[config.mk]
export PLATFORM = sky130hd
export DESIGN_NAME = seg7_scan_driver
export DESIGN_NICKNAME = d
export VERILOG_FILES = /design/src/rtl/seg7_scan_driver.sv
export SDC_FILE = /design/constraint.sdc
export NUM_CORES = 1
export LEC_CHECK = 0
export ABC_AREA = 1
export CAP_MARGIN = 10
export CORE_MARGIN = 5
export CORE_UTILIZATION = 53
export DETAILED_ROUTE_END_ITERATION = 10
export GPL_TIMING_DRIVEN = 0
export PLACE_DENSITY = 0.79
export SYNTH_ARGS = -nofsm -noshare
export SYNTH_HDL_FRONTEND = slang
export SYNTH_SLANG_ARGS = --single-unit
[constraint.sdc]
create_clock -name clk -period 3.6 [get_ports clk]
set_clock_uncertainty 0.2 [all_clocks]
set_input_delay 0.54 -clock clk [delete_from_list [all_inputs] [get_ports clk]]
set_output_delay 0.54 -clock clk [all_outputs]
set_load 0.01 [all_outputs]
[src/rtl/seg7_scan_driver.sv]
`default_nettype none
// ============================================================================
//  Module      : seg7_scan_driver
//  Description : Time-multiplexed driver for an N-digit common-anode 7-segment
//                display. Holds a loadable digit/decimal-point register, scans
//                one digit per refresh slot (with one dead-time cycle at the
//                start of every slot), and decodes the active nibble to
//                active-low segments with optional hex glyphs and
//                leading-zero blanking.
//
//  Ports       : clk        in   system clock, rising edge
//                rst        in   synchronous active-high reset
//                load       in   capture value/dp_in on this edge
//                value      in   packed nibbles, digit 0 = value[3:0] (rightmost)
//                dp_in      in   decimal-point request per digit, 1 = lit
//                enable     in   0 forces all anodes off, scan keeps running
//                an         out  anode enables, active-low
//                seg        out  segments {g,f,e,d,c,b,a}, active-low
//                dp         out  decimal point, active-low
//                frame_done out  one-cycle pulse per completed scan frame
//
//  Revision    : 1.0  initial release
// ============================================================================
module seg7_scan_driver #(
    parameter int NUM_DIGITS  = 8,
    parameter int REFRESH_DIV = 100000,
    parameter bit HEX_EN      = 1'b0,
    parameter bit LZ_BLANK    = 1'b1
) (
    input  logic                    clk,
    input  logic                    rst,
    input  logic                    load,
    input  logic [4*NUM_DIGITS-1:0] value,
    input  logic [NUM_DIGITS-1:0]   dp_in,
    input  logic                    enable,
    output logic [NUM_DIGITS-1:0]   an,
    output logic [6:0]              seg,
    output logic                    dp,
    output logic                    frame_done
);

    localparam int C_IDX_W = (NUM_DIGITS > 1) ? $clog2(NUM_DIGITS) : 1;
    localparam int C_CNT_W = $clog2(REFRESH_DIV);

    localparam logic [C_IDX_W-1:0] C_IDX_LAST = C_IDX_W'(NUM_DIGITS - 1);
    localparam logic [C_CNT_W-1:0] C_CNT_LAST = C_CNT_W'(REFRESH_DIV - 1);
    localparam logic [6:0]         C_SEG_OFF  = 7'h7F;

    // ------------------------------------------------------------------
    // Scan and display state
    // ------------------------------------------------------------------
    logic [C_CNT_W-1:0]      r_cnt;
    logic [C_IDX_W-1:0]      r_idx;
    logic [4*NUM_DIGITS-1:0] r_disp;
    logic [NUM_DIGITS-1:0]   r_dpr;

    // Registered outputs
    logic [NUM_DIGITS-1:0]   r_an;
    logic [6:0]              r_seg;
    logic                    r_dp;
    logic                    r_frame_done;

    // Combinational view of the current slot
    logic [3:0]              w_nib;
    logic                    w_dp_bit;
    logic                    w_upper_nz;
    logic [NUM_DIGITS-1:0]   w_an;
    logic                    w_dark;
    logic                    w_blank;
    logic                    w_slot_end;
    logic                    w_frame_end;

    // Active-low glyph table; nibbles 10-15 are only reached with hex enabled.
    function automatic logic [6:0] f_glyph(input logic [3:0] nib);
        logic [6:0] g;
        case (nib)
            4'h0:    g = 7'h40;
            4'h1:    g = 7'h79;
            4'h2:    g = 7'h24;
            4'h3:    g = 7'h30;
            4'h4:    g = 7'h19;
            4'h5:    g = 7'h12;
            4'h6:    g = 7'h02;
            4'h7:    g = 7'h78;
            4'h8:    g = 7'h00;
            4'h9:    g = 7'h10;
            4'hA:    g = 7'h08;
            4'hB:    g = 7'h03;
            4'hC:    g = 7'h46;
            4'hD:    g = 7'h21;
            4'hE:    g = 7'h06;
            default: g = 7'h0E;
        endcase
        return g;
    endfunction

    assign w_slot_end  = (r_cnt == C_CNT_LAST);
    assign w_frame_end = w_slot_end && (r_idx == C_IDX_LAST);

    // Select the active digit, and find whether anything non-zero sits at or
    // above it (used for leading-zero blanking).
    always_comb begin
        w_nib      = 4'd0;
        w_dp_bit   = 1'b0;
        w_upper_nz = 1'b0;
        w_dark     = (r_cnt == '0) || !enable;
        w_an       = '1;
        for (int i = 0; i < NUM_DIGITS; i++) begin
            if (C_IDX_W'(i) == r_idx) begin
                w_nib    = r_disp[4*i +: 4];
                w_dp_bit = r_dpr[i];
                w_an[i]  = w_dark;
            end
            if ((C_IDX_W'(i) >= r_idx) && (r_disp[4*i +: 4] != 4'd0)) begin
                w_upper_nz = 1'b1;
            end
        end
    end

    // Digit 0 is never a leading zero, so a zero value still shows "0".
    always_comb begin
        w_blank = 1'b0;
        if (LZ_BLANK && (r_idx != '0) && !w_upper_nz) begin
            w_blank = 1'b1;
        end
        if (!HEX_EN && (w_nib > 4'd9)) begin
            w_blank = 1'b1;
        end
    end

    // ------------------------------------------------------------------
    // Scan counters and display register
    // ------------------------------------------------------------------
    always_ff @(posedge clk) begin
        if (rst) begin
            r_cnt  <= '0;
            r_idx  <= '0;
            r_disp <= '0;
            r_dpr  <= '0;
        end else begin
            if (w_slot_end) begin
                r_cnt <= '0;
                r_idx <= (r_idx == C_IDX_LAST) ? '0 : r_idx + C_IDX_W'(1);
            end else begin
                r_cnt <= r_cnt + C_CNT_W'(1);
            end
            // A load lands immediately; since outputs are computed from the
            // registered state, a simultaneous slot change and load are both
            // visible together one cycle later.
            if (load) begin
                r_disp <= value;
                r_dpr  <= dp_in;
            end
        end
    end

    // ------------------------------------------------------------------
    // Output registers
    // ------------------------------------------------------------------
    always_ff @(posedge clk) begin
        if (rst) begin
            r_an         <= '1;
            r_seg        <= C_SEG_OFF;
            r_dp         <= 1'b1;
            r_frame_done <= 1'b0;
        end else begin
            r_an         <= w_an;
            r_seg        <= w_blank ? C_SEG_OFF : f_glyph(w_nib);
            r_dp         <= w_dark ? 1'b1 : ~w_dp_bit;
            r_frame_done <= w_frame_end;
        end
    end

    assign an         = r_an;
    assign seg        = r_seg;
    assign dp         = r_dp;
    assign frame_done = r_frame_done;

endmodule
`default_nettype wire
# == After elaboration in Yosys (flattened, before gate mapping) ==
# Memory sizes are Yosys's and may differ from the RTL's. A register that Yosys moved wholly into a read port is not among the register bits.
# Index checks and enable logic that the tools add are counted.
# word_totals
elab_cells,106
regBits,70
ramBits,0
romBits,112
latch_bits,0
n_memories,1
# memory_table
name,words,word_bits,read_ports,rd_clocked_by_memory_dff,wr,line_no,text
(name not given),16,7,1,1,0,76,case (nib)
# classes
n_bitwise,9
n_eq_ne,9
div_mod_pow,0
n_addsub,2
n_mul,0
n_reduce_logical,35
magnitude_cmp,9
shifts,0
mux,27
# ops
operator,n
two-way mux 4 bit,8
nonzero test 4 bit,8
OR reduction 2 bit,11
two-way mux 1 bit,18
adder 17 x 1 -> 17 bit (second input constant),1
equality test 17 bit (second input constant),1
logical NOT 17 bit,1
equality test 3 bit (first input constant),4
greater-or-equal comparator 3 bit (first input constant),4
logical AND 1 bit,10
NOT 1 bit,9
equality test 2 x 3 -> 1 bit (first input constant),2
greater-or-equal comparator 1 x 3 -> 1 bit (first input constant),2
greater-or-equal comparator 2 x 3 -> 1 bit (first input constant),2
> comparator 4 bit (second input constant),1
adder 3 x 1 -> 3 bit (second input constant),1
equality test 1 x 3 -> 1 bit (first input constant),1
equality test 3 bit (second input constant),1
logical NOT 3 bit,1
two-way mux 3 bit,1
nonzero test 3 bit,1
logical NOT 1 bit,2
logical OR 1 bit,1

# == Longest topological paths before layout ==
# Gate-level depths: netlist of the first run.
# depth
ltp_word,15
ltp_mapped,20
depth_no_buf,19

# == Worst setup path before layout of the first run ==
# Ideal clock, no wire load.
# synth_timing
kind,reg2reg
startpoint,register r_idx[0]
endpoint,register r_seg[1] (netlist: seg[1])
arrival_time_ps,2175
period_less_slack_ps,2501
setup_slack_ps,1099
stages_incl_launch_ff,17
cell_sequence,dfxtp_1 -> buf_2 -> inv_1 -> ha_1 -> nand2_8 -> o21ai_0 -> inv_1 -> nand2_1 -> nand2_1 -> nand2_1 -> nand2_1 -> a21boi_2 -> ha_1 -> or2_2 -> nand3_2 -> a21oi_4 -> nand3_1
# synth_via
elab_chain_cells,15
elab_cells_between_ends,47
cone_classes,order compare: 9; eq/ne: 7; mux: 18; reduce/logical: 13
# synth_lines
element,line_no,text
start: declaration,53,logic [C_IDX_W-1:0] r_idx;
start signal: assignment,143,r_idx <= (r_idx == C_IDX_LAST) ? '0 : r_idx + C_IDX_W'(1);
greater-or-equal comparator 1 x 3 -> 1 bit,114,if ((C_IDX_W'(i) >= r_idx) && (r_disp[4*i +: 4] != 4'd0)) begin
logical AND 1 bit,114,
two-way mux 1 bit (8 in a row),114,
logical NOT 1 bit,123,if (LZ_BLANK && (r_idx != '0) && !w_upper_nz) begin
logical AND 1 bit,123,
two-way mux 1 bit,123,
two-way mux 1 bit,126,if (!HEX_EN && (w_nib > 4'd9)) begin
OR reduction 2 bit (no source line),--,
end: declaration,59,logic [6:0] r_seg;
# Several ways; a longest one is shown, not always the timed one.
# A chain may end at the register's enable or synchronous reset.

# == Worst setup path in the final report of the first run ==
# layout_timing
startpoint,register r_idx[0]
endpoint,register r_seg[6] (netlist: seg[6])
# Same word-level chain as after synthesis.

==> impl_metrics.json, run 1 <==
{
  "netlist_instances": 528,
  "synth_top_family_by_area": "simple AND/OR/NAND/NOR gates",
  "numCtsBuffers": 9,
  "synth_fa_ha_area_share_pct": 3.69,
  "start_util_pct": 54.6,
  "drtIter0Drc": 330,
  "drcViolationCount": 0,
  "die-area_sq_um": 8820,
  "final_nets": 654,
  "synth_compound_area_share_pct": 13.7,
  "drt-vias-per-instance": 5.19,
  "synth.distinct_cells": 39,
  "power_density_nw_per_um2": 406,
  "multiInputGateArea_sq_um": 1880,
  "crit_chain": "buf_2, inv_1, ha_1, inv_1, nor2_2, nand3_1, nand3_1, nand2_1, nand2_1, nand2_1, nand2_1, nand2_1, nand2_2, inv_1, ha_1, or2_2, nand3_2, a21oi_4, nand3_1",
  "vias": 3630,
  "crit_arrival_ns": 3.05,
  "clk_pin_slew_worst_paths_ns": 0.08,
  "core_area_sq_um": 6830,
  "synth_top_area_cell": "dfxtp_1",
  "crit_slowest_cell": "dfxtp_1",
  "syn_area_per_cell_sq_um": 7.07,
  "seq_area_frac_synth_pct": 41.3,
  "wl_per_cell_um": 13.4,
  "finalWirelength_um": 9350,
  "finalSetupViolations": 0,
  "worstMarginPinSlew_ns": 0.480,
  "cts.sink_count": 77,
  "power.total_w": 0.00190,
  "fp.dieH_um": 93.9,
  "top_layer": "met4",
  "fmaxAchievable_mhz": 338,
  "syn_nets": 583,
  "grt_pass1_vias": 3305,
  "worst_setup_path_end_kind": "flip-flop",
  "dp_slack_ns": 0.713,
  "ys_ff_latch": 77,
  "cts_hold_buf": 0,
  "power_leakage_nw": 2.03,
  "grt_first_pass_wirelength_um": 15500,
  "hold_ws_ns": 0.271,
  "synth_top_area_share_pct": 41.3,
  "worstPathMaxFanout": 8,
  "hold_start": "r_cnt[16]",
  "drive_gt1_share_pct": 8.94,
  "die_w_um": 93.9,
  "drtPass1Iterations": 5,
  "ios": 61,
  "areaGrowthSynthToFinish_pct": 25.4,
  "synth-warning-count": 0,
  "r2r_start": "r_idx[0]",
  "synthSimpleGateAreaFrac_pct": 32.5,
  "cts_tree": "built",
  "track_usage_pct": 22.1,
  "synth_xor_xnor_area_share_pct": 0.469,
  "outcome": "finished clean",
  "drv_slew": 0,
  "setup-tns-final_ns": 0,
  "cp.required_ns": 3.70,
  "crit_top_cell": "nand2_1",
  "postCtsSetupBuffers": 0,
  "wl_met1_um": 4290,
  "grt_setup_unrepaired": "no",
  "min_path_type": "flip-flop to flip-flop",
  "port_buffers": 60,
  "critPathKind": "flip-flop to flip-flop",
  "drtAntennaViolNets": 0,
  "period_share_pct": 82.1,
  "cts_root_buf": "clkbuf_8",
  "grt_max_degree": 13,
  "critPathMaxStageDelay_ns": 0.32,
  "cts_resized": 0,
  "layout_setup_ws_ns": 0.644,
  "wl_met2_um": 4150,
  "maxSlewHeadroom_pct": 67.7,
  "n_fill_cell": 620,
  "diodes": 0,
  "ir_drop_uv": 242,
  "antenna_found_initial": 0,
  "ys_top_cells_by_area": "dfxtp_1 (41%), nand2_1 (10%), nor2_1 (9.4%)",
  "synth.area.mux_share_pct": 0,
  "netlist_area_sq_um": 3730,
  "cts_buffer_depth": 2,
  "overflow": 0,
  "rows": 30,
  "regArea_sq_um": 1540,
  "wl_met3_um": 704,
  "setup.worst_path.start_class": "flip-flop",
  "h-tree-depth": 3,
  "fin_crit_ns": 2.96,
  "gp_congestion": 0.959,
  "cap_violations": 0,
  "worstSetupStartpoint": "r_idx[0]",
  "post-dp-hpwl_um": 7180,
  "finalHoldViolCount": 0,
  "clock_latency_ns": 0.36
}
synthesized netlist by cell type:
cell type    n
o31ai_1      1
inv_2        6
nand2_4      2
or2_2        1
nand4_2      1
a21boi_2     1
clkinv_1     1
buf_4        1
a31oi_1      1
nor2_1      93
a21oi_4      2
nor2_2       5
nor3_1       7
dfxtp_1     77
nand3b_1     1
o21ai_0     54
clkbuf_1    12
nor4_1       4
inv_6        1
nand2_1    101
buf_2        3
inv_1       52
nand3_1     33
nand2_8      1
nand4_1      6
nand2_2      5
nor4_2       2
o21ai_1      1
a211oi_1     3
nand3_2      4
nor3b_1      2
o21ai_2      1
ha_1        11
xor2_1       2
buf_6        1
a21oi_1     25
nor3_2       1
a21oi_2      1
o211ai_1     2
critical path, delay by kind of cell, from the launching register on:
kind,cells,cell delay [ns]
buf+inv,4,0.48
flops,1,0.32
fa+ha+maj,2,0.45
simple gates,12,1.37
compound gates,1,0.08
placed cells by master (no fill, tap or decap), drive strengths merged, types with 3 or more instances in the layout:
master           n
inv             59
clkinv           3
a211oi           3
nand4            7
nor3             8
o21ai           56
dfxtp           77
ha              11
clkdlybuf4s50   60
clkbuf          24
nand2          109
nor4             6
nor2            98
buf              5
nand3           37
a21oi           28
sequential cells by signal, summed over array words and instances, names as in the netlist:
signal      flops
r_dpr           8
r_cnt          17
r_disp         32
frame_done      1
dp              1
an              8
seg             7
r_idx           3
stage by stage:
step                cells  instance area, sq um  utilization (%)
floorplan             528                  3730                -
global placement      684                  4450             65.2
detailed placement    684                  4450             65.2
CTS                   700                  4680             68.5
global route          700                  4680             68.5
finish                700                  4680             68.5
per-layer routing:
metal,vias to the layer above,global-route usage [%]
li1,1840,-
met1,1630,30.6
met2,133,33.4
met3,27,5.45
met4,0,7.70
met5,-,0
cells by family after synthesis:
family / after synthesis
and+or+nand+nor: 269
xor gates and xnor gates: 2
buffers and inverters: 77
DFF: 77
AOI/OAI and AO/OA: 92
adders and majority gates: 11
area by class of cell:
type                    count  share of cell area, %
well taps                  96                   2.57
plain buffers              17                   1.69
repair buffers             60                   12.8
clock buffers              12                   3.32
clock inverters             4                   1.50
inverters                  60                   4.92
multi-input cells         374                   40.2
flip-flops and latches     77                   33.0
where the power goes:
group	total (W)	internal [W]	switching [W]
logic	0.000231	0.000111	0.000120
registers	0.000920	0.000895	0.0000247
clock network	0.000746	0.000426	0.000320
total	0.00190	0.00143	0.000464
path summary, 6_finish.rpt:
path / cells past startpoint / slack, ns / endpoint
worst min register to register: 2 / 0.27 / r_cnt[16]
worst min-delay path: 2 / 0.27 / r_cnt[16]
worst max register to register: 19 / 0.64 / seg[6]
worst max-delay path: 19 / 0.64 / seg[6]
(Power assumes the default switching activity.)
==> run 2: changes to the inputs <==
==> constraint.sdc (replaced) <==
create_clock -name clk -period 2.87 [get_ports clk]
set_clock_uncertainty 0.2 [all_clocks]
set_input_delay 0.4305 -clock clk [delete_from_list [all_inputs] [get_ports clk]]
set_output_delay 0.4305 -clock clk [all_outputs]
set_load 0.01 [all_outputs]
==> run 2 against run 1 <==
  * Clock power rose by 25%
  * Fmax rose by 9.0%
  * Final area rose by 2.1%
  * Via count rose by 1.2%
  * Non-clock buffer count rose by 3
  * Sequential power rose by 25%
  * Die area did not move
  * Critical path depth did not move
  * Clock-buffer cell count did not move
  * Critical endpoint unchanged
  * Largest power group unchanged
==> impl_metrics.json, run 2 (same netlist as run 1, synthesis figures left out) <==
{
  "outcome": "finished clean",
  "finalHoldViolCount": 0,
  "p_int_w": 0.00180,
  "n_fill_cell": 600,
  "power.total_w": 0.00239,
  "maxSlewHeadroom_pct": 67.1,
  "reg_top3": "r_disp x32, r_cnt x17",
  "grt_pass1_vias": 3306,
  "fmaxAchievable_mhz": 369,
  "largest_reg_flops": 32,
  "grt_max_degree": 13,
  "worstPathMaxFanout": 8,
  "power_frac_seq_pct": 48.4,
  "vias": 3672,
  "worst_setup_path_end_kind": "flip-flop",
  "layout_commonest_cell": "nand2_1",
  "grt_first_pass_wirelength_um": 15500,
  "cp.required_ns": 2.96,
  "power_density_nw_per_um2": 500,
  "wl_per_cell_um": 13.6,
  "track_usage_pct": 22.2,
  "diodes": 0,
  "drtAntennaViolNets": 0,
  "drive_gt1_share_pct": 10.7,
  "min_path_type": "flip-flop to flip-flop",
  "h-tree-depth": 3,
  "ios": 61,
  "drcViolationCount": 0,
  "drt-vias-per-instance": 5.22,
  "clock_latency_ns": 0.35,
  "mostFrequentLayoutCells": "nand2_1 (101), nor2_1 (93), dfxtp_1 (75)",
  "overflow": 0,
  "die-area_sq_um": 8820,
  "period_share_pct": 94.5,
  "critPathMaxStageDelay_ns": 0.33,
  "cts_hold_buf": 0,
  "numCtsBuffers": 9,
  "antenna_found_initial": 0,
  "cts_root_buf": "clkbuf_8",
  "final_nets": 657,
  "dp.cells": 684,
  "post-dp-hpwl_um": 7180,
  "drtIter0Drc": 308,
  "comb_power_share_pct": 12.6,
  "rows": 30,
  "cap_violations": 0,
  "crit_slowest_cell": "dfxtp_2",
  "drtPass1Iterations": 5,
  "design_area_sq_um": 4780,
  "drv_slew": 0,
  "fin_crit_ns": 2.71,
  "critPathKind": "flip-flop to flip-flop",
  "hold_ws_ns": 0.272,
  "finalWirelength_um": 9550,
  "worstMarginPinSlew_ns": 0.489,
  "setup-tns-final_ns": 0,
  "power_leakage_nw": 2.06,
  "cts_buffer_depth": 2,
  "top_register": "r_disp",
  "pwr-share-clk_pct": 39.0,
  "crit_top_cell": "nand2_1",
  "fin_cells": 703,
  "start_util_pct": 54.6,
  "gp_congestion": 0.959,
  "ir_drop_uv": 298,
  "core_area_sq_um": 6830,
  "postPlaceCellArea_sq_um": 4450,
  "cts.sink_count": 77,
  "crit_arrival_ns": 2.81,
  "crit_chain": "buf_6, inv_2, ha_4, inv_1, nor2_4, nand3_1, nand3_1, nand2_1, nand2_1, nand2_1, nand2_1, nand2_1, nand2_4, inv_2, ha_4, or2_2, nand3_2, a21oi_4, nand3_1",
  "cts_tree": "built",
  "netSwitchingPower_w": 0.000582,
  "die_w_um": 93.9,
  "areaGrowthSynthToFinish_pct": 28.0,
  "port_buffers": 60,
  "finalSetupViolations": 0,
  "setup.worst_path.start_class": "flip-flop",
  "switching_share_pct": 24.4,
  "fp.dieH_um": 93.9,
  "clk_pin_slew_worst_paths_ns": 0.08
}
## run 2: per-layer routing
metal / vias up / GRT usage (%) / share of wire [%]
met3: 31 / 5.45 / 7.6
li1: 1855 / - / -
met5: - / 0 / 0
met1: 1626 / 30.6 / 45
met2: 160 / 33.5 / 45
met4: 0 / 7.70 / 2.2
## run 2: stage by stage
step                      util [%]  worst slack, ns
after detailed placement      65.2          -0.0174
after global routing          69.9          -0.0123
after CTS                     68.6           0.0250
final                         69.9            0.158
after floorplan                  -            0.369
after global placement        65.2           0.0347
## run 2: area by class of cell
class                      count  area (sq um)  share of cell area, %
clock buffer                  12           155                   3.25
buffer                        17          85.1                   1.78
inverter                      60           230                   4.82
clock inverter                 4          70.1                   1.47
sequential                    77          1540                   32.3
tap                           96           120                   2.52
multi-input combinational    374          1950                   40.8
timing repair buffer          63           623                   13.0
## run 2: what timing repair did
| item | in CTS | in global routing |
|---|---|---|
| gates resized for setup | 2 | 17 |
| cloned | 0 | 0 |
| pin swaps | 0 | 5 |
| buffers inserted | 0 | 3 |
| setup endpoints to repair | 7 | 7 |
## run 2: critical path, delay by kind of cell, from the launching register on
kind,cells,cell delay [ns]
AND/OR/NAND/NOR,12,1.32
buffers and inverters,4,0.40
flip-flops,1,0.33
adder cells (fa/ha/maj),2,0.33
AO/OA/AOI/OAI,1,0.09
## run 2: final timing paths
| path | from | endpoint | slack [ns] | cells after the start |
|---|---|---|---|---|
| setup / recovery | r_idx[0] | seg[6] | 0.16 | 19 |
| hold / removal | r_cnt[0] | r_cnt[0] | 0.27 | 1 |
| setup reg to reg | r_idx[0] | seg[6] | 0.16 | 19 |
| hold reg to reg | r_cnt[0] | r_cnt[0] | 0.27 | 1 |
## run 2: power by group through the flow
stage	Clock, W	Sequential, W	Combinational (W)
floorplan	0	0.00118	0.000153
global placement	0	0.00118	0.000280
detailed placement	0	0.00118	0.000287
CTS	0.000938	0.00115	0.000289
global route	0.000982	0.00116	0.000334
finish	0.000930	0.00115	0.000301
==> run 3: changes to the inputs <==
--- a/config.mk
+++ b/config.mk
@@ -6,12 +6,13 @@
 export NUM_CORES = 1
 export LEC_CHECK = 0
 export ABC_AREA = 1
-export CAP_MARGIN = 10
+export CAP_MARGIN = 5
 export CORE_MARGIN = 5
 export CORE_UTILIZATION = 53
 export DETAILED_ROUTE_END_ITERATION = 10
 export GPL_TIMING_DRIVEN = 0
 export PLACE_DENSITY = 0.79
+export SKIP_LAST_GASP = 1
 export SYNTH_ARGS = -nofsm -noshare
 export SYNTH_HDL_FRONTEND = slang
 export SYNTH_SLANG_ARGS = --single-unit
==> results of run 3 <==
Final layout, timing and power as in run 2 (identical DEF).
